--- src/rtl/button_debouncer.sv ---
// Push-button conditioner: synchronizes a bouncy asynchronous line, accepts a new level only
// after it has been stable for STABLE_CYCLES, and emits press/release/auto-repeat strobes.
module button_debouncer #(
  parameter int unsigned SYNC_STAGES   = 2,
  parameter int unsigned STABLE_CYCLES = 32,
  parameter int unsigned HOLD_CYCLES   = 1000,
  parameter int unsigned REPEAT_CYCLES = 250
) (
  input  logic       clk_fast,
  input  logic       rst,
  input  logic       btn_raw,
  output logic       btn_level,
  output logic       btn_press,
  output logic       btn_release,
  output logic       btn_repeat,
  output logic [1:0] state_dbg
);

  localparam int unsigned HOLD_MAX = (HOLD_CYCLES > REPEAT_CYCLES) ? HOLD_CYCLES : REPEAT_CYCLES;
  localparam int unsigned STAB_W   = $clog2(STABLE_CYCLES + 1);
  localparam int unsigned HOLD_W   = $clog2(HOLD_MAX + 1);

  localparam logic [STAB_W-1:0] STAB_LAST = STAB_W'(STABLE_CYCLES - 1);
  localparam logic [STAB_W-1:0] STAB_ONE  = STAB_W'(1);
  localparam logic [HOLD_W-1:0] HOLD_LAST = HOLD_W'(HOLD_CYCLES - 1);
  localparam logic [HOLD_W-1:0] REP_LAST  = HOLD_W'(REPEAT_CYCLES - 1);
  localparam logic [HOLD_W-1:0] HOLD_ONE  = HOLD_W'(1);

  typedef enum logic [1:0] {
    RELEASED     = 2'd0,
    PRESS_PEND   = 2'd1,
    PRESSED      = 2'd2,
    RELEASE_PEND = 2'd3
  } state_e;

  state_e                   state_q,       state_d;
  logic [SYNC_STAGES-1:0]   sync_q,        sync_d;
  logic [STAB_W-1:0]        stab_cnt_q,    stab_cnt_d;
  logic [HOLD_W-1:0]        hold_cnt_q,    hold_cnt_d;
  logic                     rep_phase_q,   rep_phase_d;
  logic                     btn_level_q,   btn_level_d;
  logic                     btn_press_q,   btn_press_d;
  logic                     btn_release_q, btn_release_d;
  logic                     btn_repeat_q,  btn_repeat_d;
  logic                     btn_sync;

  assign btn_sync = sync_q[SYNC_STAGES-1];

  always_comb begin
    sync_d        = {sync_q[SYNC_STAGES-2:0], btn_raw};
    state_d       = state_q;
    stab_cnt_d    = stab_cnt_q;
    hold_cnt_d    = hold_cnt_q;
    rep_phase_d   = rep_phase_q;
    btn_level_d   = btn_level_q;
    btn_press_d   = 1'b0;
    btn_release_d = 1'b0;
    btn_repeat_d  = 1'b0;

    unique case (state_q)
      RELEASED: begin
        btn_level_d = 1'b0;
        if (btn_sync) begin
          stab_cnt_d = STAB_ONE;
          state_d    = PRESS_PEND;
        end
      end

      PRESS_PEND: begin
        if (!btn_sync) begin
          stab_cnt_d = '0;
          state_d    = RELEASED;
        end else if (stab_cnt_q == STAB_LAST) begin
          stab_cnt_d  = '0;
          hold_cnt_d  = '0;
          rep_phase_d = 1'b0;
          btn_level_d = 1'b1;
          btn_press_d = 1'b1;
          state_d     = PRESSED;
        end else begin
          stab_cnt_d = stab_cnt_q + STAB_ONE;
        end
      end

      // rep_phase selects the initial hold interval versus the shorter repeat interval
      PRESSED: begin
        if (!btn_sync) begin
          stab_cnt_d = STAB_ONE;
          state_d    = RELEASE_PEND;
        end else if (hold_cnt_q == (rep_phase_q ? REP_LAST : HOLD_LAST)) begin
          hold_cnt_d   = '0;
          rep_phase_d  = 1'b1;
          btn_repeat_d = 1'b1;
        end else begin
          hold_cnt_d = hold_cnt_q + HOLD_ONE;
        end
      end

      RELEASE_PEND: begin
        if (btn_sync) begin
          stab_cnt_d = '0;
          state_d    = PRESSED;
        end else if (stab_cnt_q == STAB_LAST) begin
          stab_cnt_d    = '0;
          btn_level_d   = 1'b0;
          btn_release_d = 1'b1;
          state_d       = RELEASED;
        end else begin
          stab_cnt_d = stab_cnt_q + STAB_ONE;
        end
      end

      default: state_d = RELEASED;
    endcase
  end

  always_ff @(posedge clk_fast) begin
    if (rst) begin
      state_q       <= RELEASED;
      sync_q        <= '0;
      stab_cnt_q    <= '0;
      hold_cnt_q    <= '0;
      rep_phase_q   <= 1'b0;
      btn_level_q   <= 1'b0;
      btn_press_q   <= 1'b0;
      btn_release_q <= 1'b0;
      btn_repeat_q  <= 1'b0;
    end else begin
      state_q       <= state_d;
      sync_q        <= sync_d;
      stab_cnt_q    <= stab_cnt_d;
      hold_cnt_q    <= hold_cnt_d;
      rep_phase_q   <= rep_phase_d;
      btn_level_q   <= btn_level_d;
      btn_press_q   <= btn_press_d;
      btn_release_q <= btn_release_d;
      btn_repeat_q  <= btn_repeat_d;
    end
  end

  assign btn_level   = btn_level_q;
  assign btn_press   = btn_press_q;
  assign btn_release = btn_release_q;
  assign btn_repeat  = btn_repeat_q;
  assign state_dbg   = state_q;

  a_one_strobe: assert property (@(posedge clk_fast)
    $onehot0({btn_press_q, btn_release_q, btn_repeat_q}));

endmodule
--- config.mk ---
export PLATFORM = sky130hd
export DESIGN_NAME = button_debouncer
export DESIGN_NICKNAME = d
export VERILOG_FILES = /design/src/rtl/button_debouncer.sv
export SDC_FILE = /design/constraint.sdc
export NUM_CORES = 1
export LEC_CHECK = 0
export BUFFER_PORTS_ARGS = -buffer_cell sky130_fd_sc_hd__buf_2
export CAP_MARGIN = 20
export CELL_PAD_IN_SITES_DETAIL_PLACEMENT = 2
export CELL_PAD_IN_SITES_GLOBAL_PLACEMENT = 2
export CORE_MARGIN = 1
export CORE_UTILIZATION = 41
export CTS_BUF_LIST = sky130_fd_sc_hd__clkbuf_2
export DETAILED_ROUTE_END_ITERATION = 7
export GPL_TIMING_DRIVEN = 1
export HOLD_SLACK_MARGIN = 0.12
export PLACE_DENSITY = 0.87
export RECOVER_POWER = 50
export SYNTH_ARGS = -nofsm -noshare
export SYNTH_HDL_FRONTEND = slang
export SYNTH_SLANG_ARGS = --single-unit
--- constraint.sdc ---
create_clock -name clk_fast -period 2.88 [get_ports clk_fast]
set_input_delay 0.432 -clock clk_fast [delete_from_list [all_inputs] [get_ports clk_fast]]
set_output_delay 0.432 -clock clk_fast [all_outputs]
set_load 0.01 [all_outputs]
==> impl_metrics.csv, run 1 <==
group,metric,value,unit
critical_path,critPathTopFamily,"flip-flops",
layout,syn_to_final_growth,3.98,%
sta,tns,0,ns
flow_run,cap_viol_max_count,0,
synth,synth.net_count,156,
sta,setup_viol,0,
synth,syn_area,1290,µm²
global_routing,grt_usage,22.6,%
synth,synth_seq_cells,25,
synth,synthCells,151,
sta,hold_ws,0.270,ns
critical_path,startpoint_type,"register",
outcome,status,"finished, final reports clean",
layout,final_common_cell,"dfxtp_1",
sta,report.final.slew_viol_count,0,
floorplanning,num_rows,19,
floorplanning,initial_utilization,44.8,%
critical_path,path_cells,"xor2_1 > clkbuf_1 > o211ai_1 > or3_1 > a21oi_1",
global_routing,grt_pass1_vias,1191,
critical_path,cp_slowest_cell,"dfxtp_1",
detailed_routing,dr_wl_met2,1730,µm
sta,timing.final.ws_setup,0.695,ns
layout,fin_util,46.6,%
floorplanning,die_w,58.1,µm
clocking,clk_pin_slew,0.24,ns
detailed_routing,dr.pass1.iters,4,
synth,synth-edff-count,0,
global_routing,grt_max_degree,25,
detailed_routing,vias,1149,
layout,fill_cells,328,
sta,slew_headroom,29.2,%
detailed_routing,wl_met1,1650,µm
floorplanning,ios,9,
layout,mostFrequentLayoutCells,"25 x dfxtp_1, 15 x nand2_1, 15 x nor2_1",
critical_path,crit_buf_inv,1,
sta,finClkSkew,0.00766,ns
detailed_routing,drcViolationCount,0,
synth,syn_avg_cell_area,8.54,µm²
floorplanning,dieArea,3370,µm²
detailed_routing,wl_met3,79,µm
floorplanning,coreArea,2880,µm²
detailed_routing,totalWireLength,3480,µm
layout,drive_gt1_share,9.74,%
clocking,clockBufferDepth,2,
detailed_routing,ant_nets,0,
synth,synthArstFlopShare,0,%
clocking,post_cts_resized,0,
global_routing,grt_remaining_overflow,0,
clocking,post-cts-setup-buffer-count,0,
critical_path,path_class,"reg -> reg",
synth,synth_flop_cell,"dfxtp_1",
clocking,cts_sinks,25,
sta,fin_crit_sh,75.9,%
sta,fmax,458,MHz
critical_path,reg2reg_depth,5,
detailed_routing,viasPerCell,5.86,
place,portBuffers,8,
place,dp.final_hpwl,2490,µm
detailed_routing,first_iter_violations,37,
critical_path,path_depth,5,
floorplanning,fp.dieH,58.1,µm
power_and_ir_drop,p_leak,0.000457,µW
layout,fin_area,1340,µm²
min_path,hp-class,"in -> reg",
global_routing,antenna_found_initial,0,
power_and_ir_drop,power_density,378,nW/µm²
synth,synth_cell_types,40,
critical_path,endpoint_kind,"register",
min_path,hold_depth,2,
critical_path,critPathArrivalTime,2.47,ns
place,place_ws,0.797,ns
clocking,worst_skew_pair.late_latency,0.34,ns
synth,synth_warnings,0,
clocking,h-tree-depth,1,
detailed_routing,highest_layer,"met4",
critical_path,crit_path_max_incr_delay,0.74,ns
detailed_routing,wl_per_cell,17.7,µm
global_routing,grt_first_pass_wirelength,5870,µm
clocking,tritoncts,"done",
critical_path,crit_fanout,17,
sta,hold_violations,0,
layout,diodes,0,
clocking,cts-root-buf,"clkbuf_2",
clocking,hold_buffers,0,
synth,seq_area_frac_synth,38.8,%
sta,rsz0062_at_grt,"false",
sta,fin_crit,2.19,ns
place,place_congestion,0.763,
sta,worst_pin_slew,1.06,ns
layout,fin_nets,160,
place,dpl_cell_area,1340,µm²
clocking,numCtsBuffers,3,
power_and_ir_drop,irDropWorstVdd,0.000250,V
critical_path,required,3.16,ns
==> cell families after synthesis <==
logic type               count (synthesis)  share of synthesized area, %
AND/OR/NAND/NOR                         83                          37.4
flip-flops                              25                          38.8
AO/OA/AOI/OAI                           24                          12.3
buffers and inverters                   10                          3.98
multiplexers                             5                          4.17
XOR/XNOR                                 2                          1.36
adder cells (fa/ha/maj)                  2                          1.94
==> metrics by stage <==
stage	cells	total power, µW
floorplan	151	372
global placement	192	376
detailed placement	192	378
CTS	196	514
global route	196	525
finish	196	507
==> metal layers <==
metal | vias up | global-route usage [%]
li1 | 558 | -
met1 | 570 | 29.9
met2 | 17 | 39.9
met3 | 4 | 2.68
met4 | 0 | 4.08
met5 | - | 0
==> power by group <==
part | switching (µW) | leakage, µW | internal [µW]
combinational | 10.5 | 0.000239 | 5.34
clock | 105 | 0.0000164 | 31.5
sequential | 5.47 | 0.000202 | 349
==> cell usage after synthesis, types with 3 or more instances <==
library cell  instances  area [µm²]
a31oi_1               7        43.8
nor2_1               15        56.3
buf_2                 4        20.0
nand2_1              15        56.3
o21ai_0               3        15.0
nand3_1              10        50.1
nor2b_1               7        43.8
nor3b_1               4        30.0
a21oi_1               8        40.0
dfxtp_1              25         500
clkbuf_1              4        15.0
nor3_1                4        20.0
nand4_1              10        62.6
and3_1                3        18.8
mux2_2                3        33.8
==> sequential cells by signal, indices dropped and copies added, names as in the netlist, named ones only <==
signal and cells:
hold_cnt_q 10, btn_repeat 1, btn_press 1, state_dbg 1
stab_cnt_q 6, sync_q 2, rep_phase_q 1, btn_level 1
btn_release 1
==> layout make-up <==
class | count | area [µm²] | area share (%)
repair buffers | 9 | 36.3 | 2.71
multi-input cells | 116 | 732 | 54.6
well taps | 42 | 52.6 | 3.92
clock buffers | 3 | 15.0 | 1.12
clock inverters | 1 | 5.00 | 0.373
flip-flops and latches | 25 | 500 | 37.3
==> final timing paths <==
check | start | end | slack (ns)
hold / removal | btn_raw | sync_q[0] | 0.27
hold reg to reg | sync_q[0] | sync_q[1] | 0.48
setup / recovery | sync_q[1] | stab_cnt_q[5] | 0.69
setup reg to reg | sync_q[1] | stab_cnt_q[5] | 0.69
Power figures use the tool's default switching activity.
==> run 2, diff against run 1 <==
--- a/config.mk
+++ b/config.mk
@@ -5,17 +5,18 @@
 export SDC_FILE = /design/constraint.sdc
 export NUM_CORES = 1
 export LEC_CHECK = 0
+export ABC_AREA = 1
 export BUFFER_PORTS_ARGS = -buffer_cell sky130_fd_sc_hd__buf_2
 export CAP_MARGIN = 20
 export CELL_PAD_IN_SITES_DETAIL_PLACEMENT = 2
 export CELL_PAD_IN_SITES_GLOBAL_PLACEMENT = 2
 export CORE_MARGIN = 1
-export CORE_UTILIZATION = 41
+export CORE_UTILIZATION = 35
 export CTS_BUF_LIST = sky130_fd_sc_hd__clkbuf_2
 export DETAILED_ROUTE_END_ITERATION = 7
 export GPL_TIMING_DRIVEN = 1
 export HOLD_SLACK_MARGIN = 0.12
-export PLACE_DENSITY = 0.87
+export PLACE_DENSITY = 0.8
 export RECOVER_POWER = 50
 export SYNTH_ARGS = -nofsm -noshare
 export SYNTH_HDL_FRONTEND = slang
==> constraint.sdc (replaced) <==
create_clock -name clk_fast -period 2.1 [get_ports clk_fast]
set_input_delay 0.315 -clock clk_fast [delete_from_list [all_inputs] [get_ports clk_fast]]
set_output_delay 0.315 -clock clk_fast [all_outputs]
set_load 0.01 [all_outputs]
==> impl_metrics.csv, run 2 <==
group,metric,value,unit
outcome,status,"finished, final reports clean",
sta,fmax,568,MHz
critical_path,path_class,"reg -> reg",
synth,synthTopCellsByArea,"dfxtp_1 41%, nand2_1 9.2%, nor2_1 6.8%",
synth,syn_avg_cell_area,7.31,µm²
layout,syn_to_final_growth,7.79,%
synth,yosysMostFrequentCell,"nand2_1",
clocking,post_cts_resized,0,
critical_path,reg2reg_depth,9,
layout,fin_cells,224,
synth,synthCells,167,
min_path,hold_depth,2,
place,place_inst,219,
synth,synth_cell_types,25,
detailed_routing,highest_layer,"met4",
floorplanning,initial_utilization,36.6,%
global_routing,grt_max_degree,16,
synth,synth.net_count,172,
sta,finClkSkew,0.00839,ns
layout,final_common_cell,"nand2_1",
synth,seq_area_frac_synth,41.0,%
layout,mostFrequentLayoutCells,"30 x nand2_1, 25 x dfxtp_1, 23 x nor2_1",
power_and_ir_drop,power_density,621,nW/µm²
sta,slew_headroom,76.1,%
detailed_routing,wl_met1,1660,µm
floorplanning,coreArea,3340,µm²
critical_path,crit_fanout,4,
sta,report.final.slew_viol_count,0,
layout,top_regs,"hold_cnt_q: 10 flops, stab_cnt_q: 6 flops, sync_q: 2 flops",
clocking,clockBufferDepth,2,
sta,fin_crit_sh,83.8,%
detailed_routing,drcViolationCount,0,
detailed_routing,wl_per_cell,14.7,µm
detailed_routing,first_iter_violations,17,
detailed_routing,viasPerCell,4.93,
power_and_ir_drop,irDropWorstVdd,0.000242,V
synth,synth-edff-count,0,
layout,diodes,0,
detailed_routing,ant_nets,0,
detailed_routing,vias,1104,
layout,largest_register,"hold_cnt_q",
synth,netlist.area_leader.share,41.0,%
floorplanning,fp.dieH,61.1,µm
global_routing,grt_pass1_vias,1202,
layout,fin_nets,184,
min_path,hp-class,"in -> reg",
global_routing,grt_remaining_overflow,0,
sta,hold_violations,0,
power_and_ir_drop,p_leak,0.000509,µW
global_routing,grt_usage,20.5,%
synth,synthTopCellsByCount,"30 x nand2_1, 25 x dfxtp_1, 22 x nor2_1",
clocking,clk_pin_slew,0.26,ns
synth,synth_flop_cell,"dfxtp_1",
detailed_routing,wl_met3,45,µm
layout,drive_gt1_share,10.1,%
place,place_congestion,0.888,
synth,syn_area,1220,µm²
sta,fin_crit,1.76,ns
sta,setup_viol,0,
synth,synthArstFlopShare,0,%
clocking,cts_sinks,25,
global_routing,grt_first_pass_wirelength,5580,µm
place,dp.final_hpwl,2650,µm
clocking,tritoncts,"done",
sta,tns,0,ns
global_routing,antenna_found_initial,0,
detailed_routing,dr.pass1.iters,4,
critical_path,required,2.42,ns
sta,rsz0062_at_grt,"false",
place,portBuffers,8,
floorplanning,die_w,61.1,µm
critical_path,critPathArrivalTime,2.07,ns
floorplanning,ios,9,
layout,largest_reg_flops,10,
critical_path,startpoint_type,"register",
clocking,cts-root-buf,"clkbuf_2",
floorplanning,dieArea,3730,µm²
detailed_routing,totalWireLength,3290,µm
critical_path,endpoint_kind,"register",
sta,worst_pin_slew,0.355,ns
clocking,h-tree-depth,1,
detailed_routing,dr_wl_met2,1550,µm
clocking,numCtsBuffers,3,
clocking,worst_skew_pair.late_latency,0.36,ns
synth,synth_seq_cells,25,
synth,synth_warnings,0,
synth,synth_largest_area_cell,"dfxtp_1",
floorplanning,num_rows,21,
flow_run,cap_viol_max_count,0,
## run 2: changes by cell type after synthesis, moves of 4 or more
cell	delta
a31oi_1	-7
buf_2	-4
inv_1	+19
nand2_1	+15
nand2_2	+5
nor2_1	+7
nor2b_1	-7
nor3b_1	-4
## run 2: metal layers
metal | vias to the layer above | GRT usage [%]
met5 | - | 0
met4 | 0 | 8.12
met3 | 4 | 1.89
met2 | 11 | 33.1
met1 | 522 | 28.3
li1 | 567 | -
## run 2: area by class of cell
cell class | instances | area [µm²]
clock buffer | 3 | 15.0
clock inverter | 1 | 7.51
fill | 417 | 2020
inverter | 23 | 87.6
multi-input combinational | 117 | 606
sequential | 25 | 500
tap | 46 | 57.6
timing repair buffer | 9 | 42.5
## run 2: cell families after synthesis
group	synth area share [%]
fa+ha+maj	2.05
flops	41.0
simple gates	34.1
xor+xnor	3.59
buf+inv	8.40
compound gates	10.9
## run 2: power breakdown
part | switching [µW] | internal, µW | total (µW)
Sequential | 17.6 | 490 | 508
Combinational | 73.9 | 33.5 | 107
Clock | 158 | 44.1 | 202
Total | 249 | 568 | 817
## run 2: stage by stage
| step | power, µW | setup slack [ns] | util, % | cell area (µm²) | hold WS [ns] |
|---|---|---|---|---|---|
| after CTS | 833 | 0.469 | 40.0 | 1340 | 0.242 |
| after floorplan | 598 | 0.759 | - | 1220 | 0.388 |
| after detailed placement | 628 | 0.478 | 39.1 | 1300 | 0.404 |
| after global placement | 621 | 0.567 | 39.1 | 1300 | 0.397 |
| final | 817 | 0.341 | 39.4 | 1320 | 0.274 |
| after global routing | 865 | 0.167 | 39.4 | 1320 | 0.247 |
## run 2: path summary, 6_finish.rpt
kind	startpoint	endpoint	slack, ns
max reg2reg	stab_cnt_q[0]	register	0.34
max	stab_cnt_q[0]	register	0.34
min	rst	sync_q[1]	0.27
min reg2reg	sync_q[0]	sync_q[1]	0.43
## run 2: timing repair
| action | CTS | global route |
|---|---|---|
| endpoints found under the hold margin | 1 | 0 |
| buffers inserted | 0 | 0 |
| hold buffers | 1 | 0 |
## run 2: critical path: stages, from the launching register on
cell	delay, ns
dfxtp_1	0.42
ha_1	0.23
nand3_1	0.15
nor2_1	0.26
inv_1	0.13
nand2_1	0.10
inv_1	0.09
nor2_2	0.14
o21ai_0	0.09
a21oi_1	0.12
==> run 3, diff against run 2 <==
--- a/config.mk
+++ b/config.mk
@@ -11,12 +11,12 @@
 export CELL_PAD_IN_SITES_DETAIL_PLACEMENT = 2
 export CELL_PAD_IN_SITES_GLOBAL_PLACEMENT = 2
 export CORE_MARGIN = 1
-export CORE_UTILIZATION = 35
+export CORE_UTILIZATION = 32
 export CTS_BUF_LIST = sky130_fd_sc_hd__clkbuf_2
 export DETAILED_ROUTE_END_ITERATION = 7
 export GPL_TIMING_DRIVEN = 1
 export HOLD_SLACK_MARGIN = 0.12
-export PLACE_DENSITY = 0.8
+export PLACE_DENSITY = 0.77
 export RECOVER_POWER = 50
 export SYNTH_ARGS = -nofsm -noshare
 export SYNTH_HDL_FRONTEND = slang
==> constraint.sdc (replaced) <==
create_clock -name clk_fast -period 1.45 [get_ports clk_fast]
set_input_delay 0.2175 -clock clk_fast [delete_from_list [all_inputs] [get_ports clk_fast]]
set_output_delay 0.2175 -clock clk_fast [all_outputs]
set_load 0.01 [all_outputs]
==> impl_metrics.csv, run 3 (same netlist as run 2, synthesis figures left out) <==
group,metric,value,unit
global_routing,antenna_found_initial,0,
clocking,cts_sinks,25,
layout,top_regs,"hold_cnt_q: 10 flops, stab_cnt_q: 6 flops, sync_q: 2 flops",
floorplanning,num_rows,22,
floorplanning,initial_utilization,33.4,%
sta,timing.final.ws_setup,-0.0111,ns
layout,diodes,0,
critical_path,crit_fanout,8,
critical_path,critPathArrivalTime,1.75,ns
layout,largest_reg_flops,10,
sta,setup_viol,5,
place,place_ws,-0.0938,ns
min_path,hp-class,"in -> reg",
place,portBuffers,8,
sta,finClkSkew,0.00886,ns
layout,mostFrequentLayoutCells,"27 x nand2_1, 21 x nor2_1, 18 x inv_1",
floorplanning,dieArea,4070,µm²
clocking,tritoncts,"done",
sta,fin_crit,1.46,ns
clocking,cts-root-buf,"clkbuf_2",
layout,final_common_cell,"nand2_1",
detailed_routing,first_iter_violations,28,
critical_path,path_class,"reg -> reg",
flow_run,cap_viol_max_count,0,
power_and_ir_drop,finalPower,1230,µW
power_and_ir_drop,irDropWorstVdd,0.000325,V
floorplanning,ios,9,
place,dp.final_hpwl,2800,µm
sta,report.final.slew_viol_count,0,
layout,fin_util,41.0,%
detailed_routing,vias,1174,
critical_path,required,1.74,ns
sta,fmax,684,MHz
floorplanning,fp.dieH,63.8,µm
power_and_ir_drop,power_density,818,nW/µm²
place,dpl_cell_area,1380,µm²
sta,rsz0062_at_grt,"true",
power_and_ir_drop,p_leak,0.000614,µW
critical_path,endpoint_kind,"register",
floorplanning,die_w,63.8,µm
clocking,h-tree-depth,1,
layout,multi_input_area,682,µm²
clocking,worst_skew_pair.late_latency,0.36,ns
layout,syn_to_final_growth,23.1,%
detailed_routing,dr.pass1.iters,3,
critical_path,reg2reg_depth,8,
layout,largest_register,"hold_cnt_q",
min_path,hold_depth,2,
floorplanning,coreArea,3660,µm²
outcome,violations,"negative setup slack",
detailed_routing,viasPerCell,4.91,
place,place_congestion,0.783,
sta,slew_headroom,74.5,%
detailed_routing,totalWireLength,3630,µm
sta,hold_violations,0,
outcome,status,"finished, violations left",
detailed_routing,wl_per_cell,15.2,µm
global_routing,grt_usage,19.3,%
clocking,numCtsBuffers,3,
global_routing,grt_max_degree,15,
global_routing,grt_remaining_overflow,0,
clocking,clockBufferDepth,2,
detailed_routing,ant_nets,0,
sta,fin_crit_sh,101,%
detailed_routing,drcViolationCount,0,
layout,fill_cells,438,
layout,fin_nets,197,
layout,fin_area,1500,µm²
global_routing,grt_pass1_vias,1244,
global_routing,grt_first_pass_wirelength,6020,µm
sta,worst_pin_slew,0.379,ns
sta,hold_ws,0.164,ns
critical_path,startpoint_type,"register",
layout,seq_area,510,µm²
layout,drive_gt1_share,27.7,%
clocking,clk_pin_slew,0.26,ns
[run 3: cell count changes in the layout (fill, tap and decap cells not counted), moves of 2 or more]
cell | before | now
nor2_4 | 0 | 3
dfxtp_2 | 0 | 8
inv_1 | 20 | 18
inv_2 | 2 | 4
dfxtp_1 | 25 | 17
clkbuf_1 | 6 | 4
buf_2 | 2 | 4
buf_4 | 0 | 13
nand3_1 | 13 | 11
nand2_1 | 30 | 27
nand2_4 | 0 | 2
nor2_1 | 23 | 21
clkinv_2 | 0 | 2
[run 3: critical path: stages, from the launching register on]
cell	delay [ns]
dfxtp_2	0.42
ha_4	0.15
nand3_4	0.09
nor2_4	0.17
nor2_4	0.07
nor2_8	0.17
nand2_2	0.13
nand2_4	0.12
nor2_1	0.06
[run 3: final timing paths]
| path | start | endpoint | slack, ns |
|---|---|---|---|
| setup / recovery | stab_cnt_q[1] | hold_cnt_q[4] | -0.01 |
| hold / removal | rst | btn_level | 0.16 |
| setup reg to reg | stab_cnt_q[1] | hold_cnt_q[4] | -0.01 |
| hold reg to reg | sync_q[0] | sync_q[1] | 0.43 |
[run 3: area by class of cell]
class                      count  share of cell area, %
clock buffer                   3                  0.999
clock inverter                 1                  0.333
inverter                      23                   5.83
multi-input combinational    117                   45.4
sequential                    25                   34.0
tap                           48                   4.00
timing repair buffer          22                   9.49
[run 3: what timing repair did]
action                                  in CTS  in global routing
endpoints found under the setup margin      16                 17
setup buffers                                2                  1
cloned                                       0                  0
resized for setup                           12                 11
pin swaps                                    4                  5
endpoints found under the hold margin        1                  0
hold buffers                                 1                  0
[run 3: layer usage]
layer | part of all wire (%) | track usage (%)
met4 | 1.4 | 7.39
met2 | 55 | 36.0
met3 | 1.7 | 2.32
met1 | 42 | 22.0
met5 | 0 | 0
[run 3: stage by stage]
stage / setup TNS [ns] / std cells
final: -0.0339 / 239
after global routing: -1.48 / 239
after CTS: -0.224 / 238
after detailed placement: -0.815 / 231
after global placement: -0.104 / 231
after floorplan: 0 / 167
[run 3: report_power, final]
part           internal, µW  switching (µW)  leakage, µW  total (µW)
logic                  75.3             127     0.000392         202
registers               713            26.0     0.000206         739
clock network          62.5             226    0.0000164         289
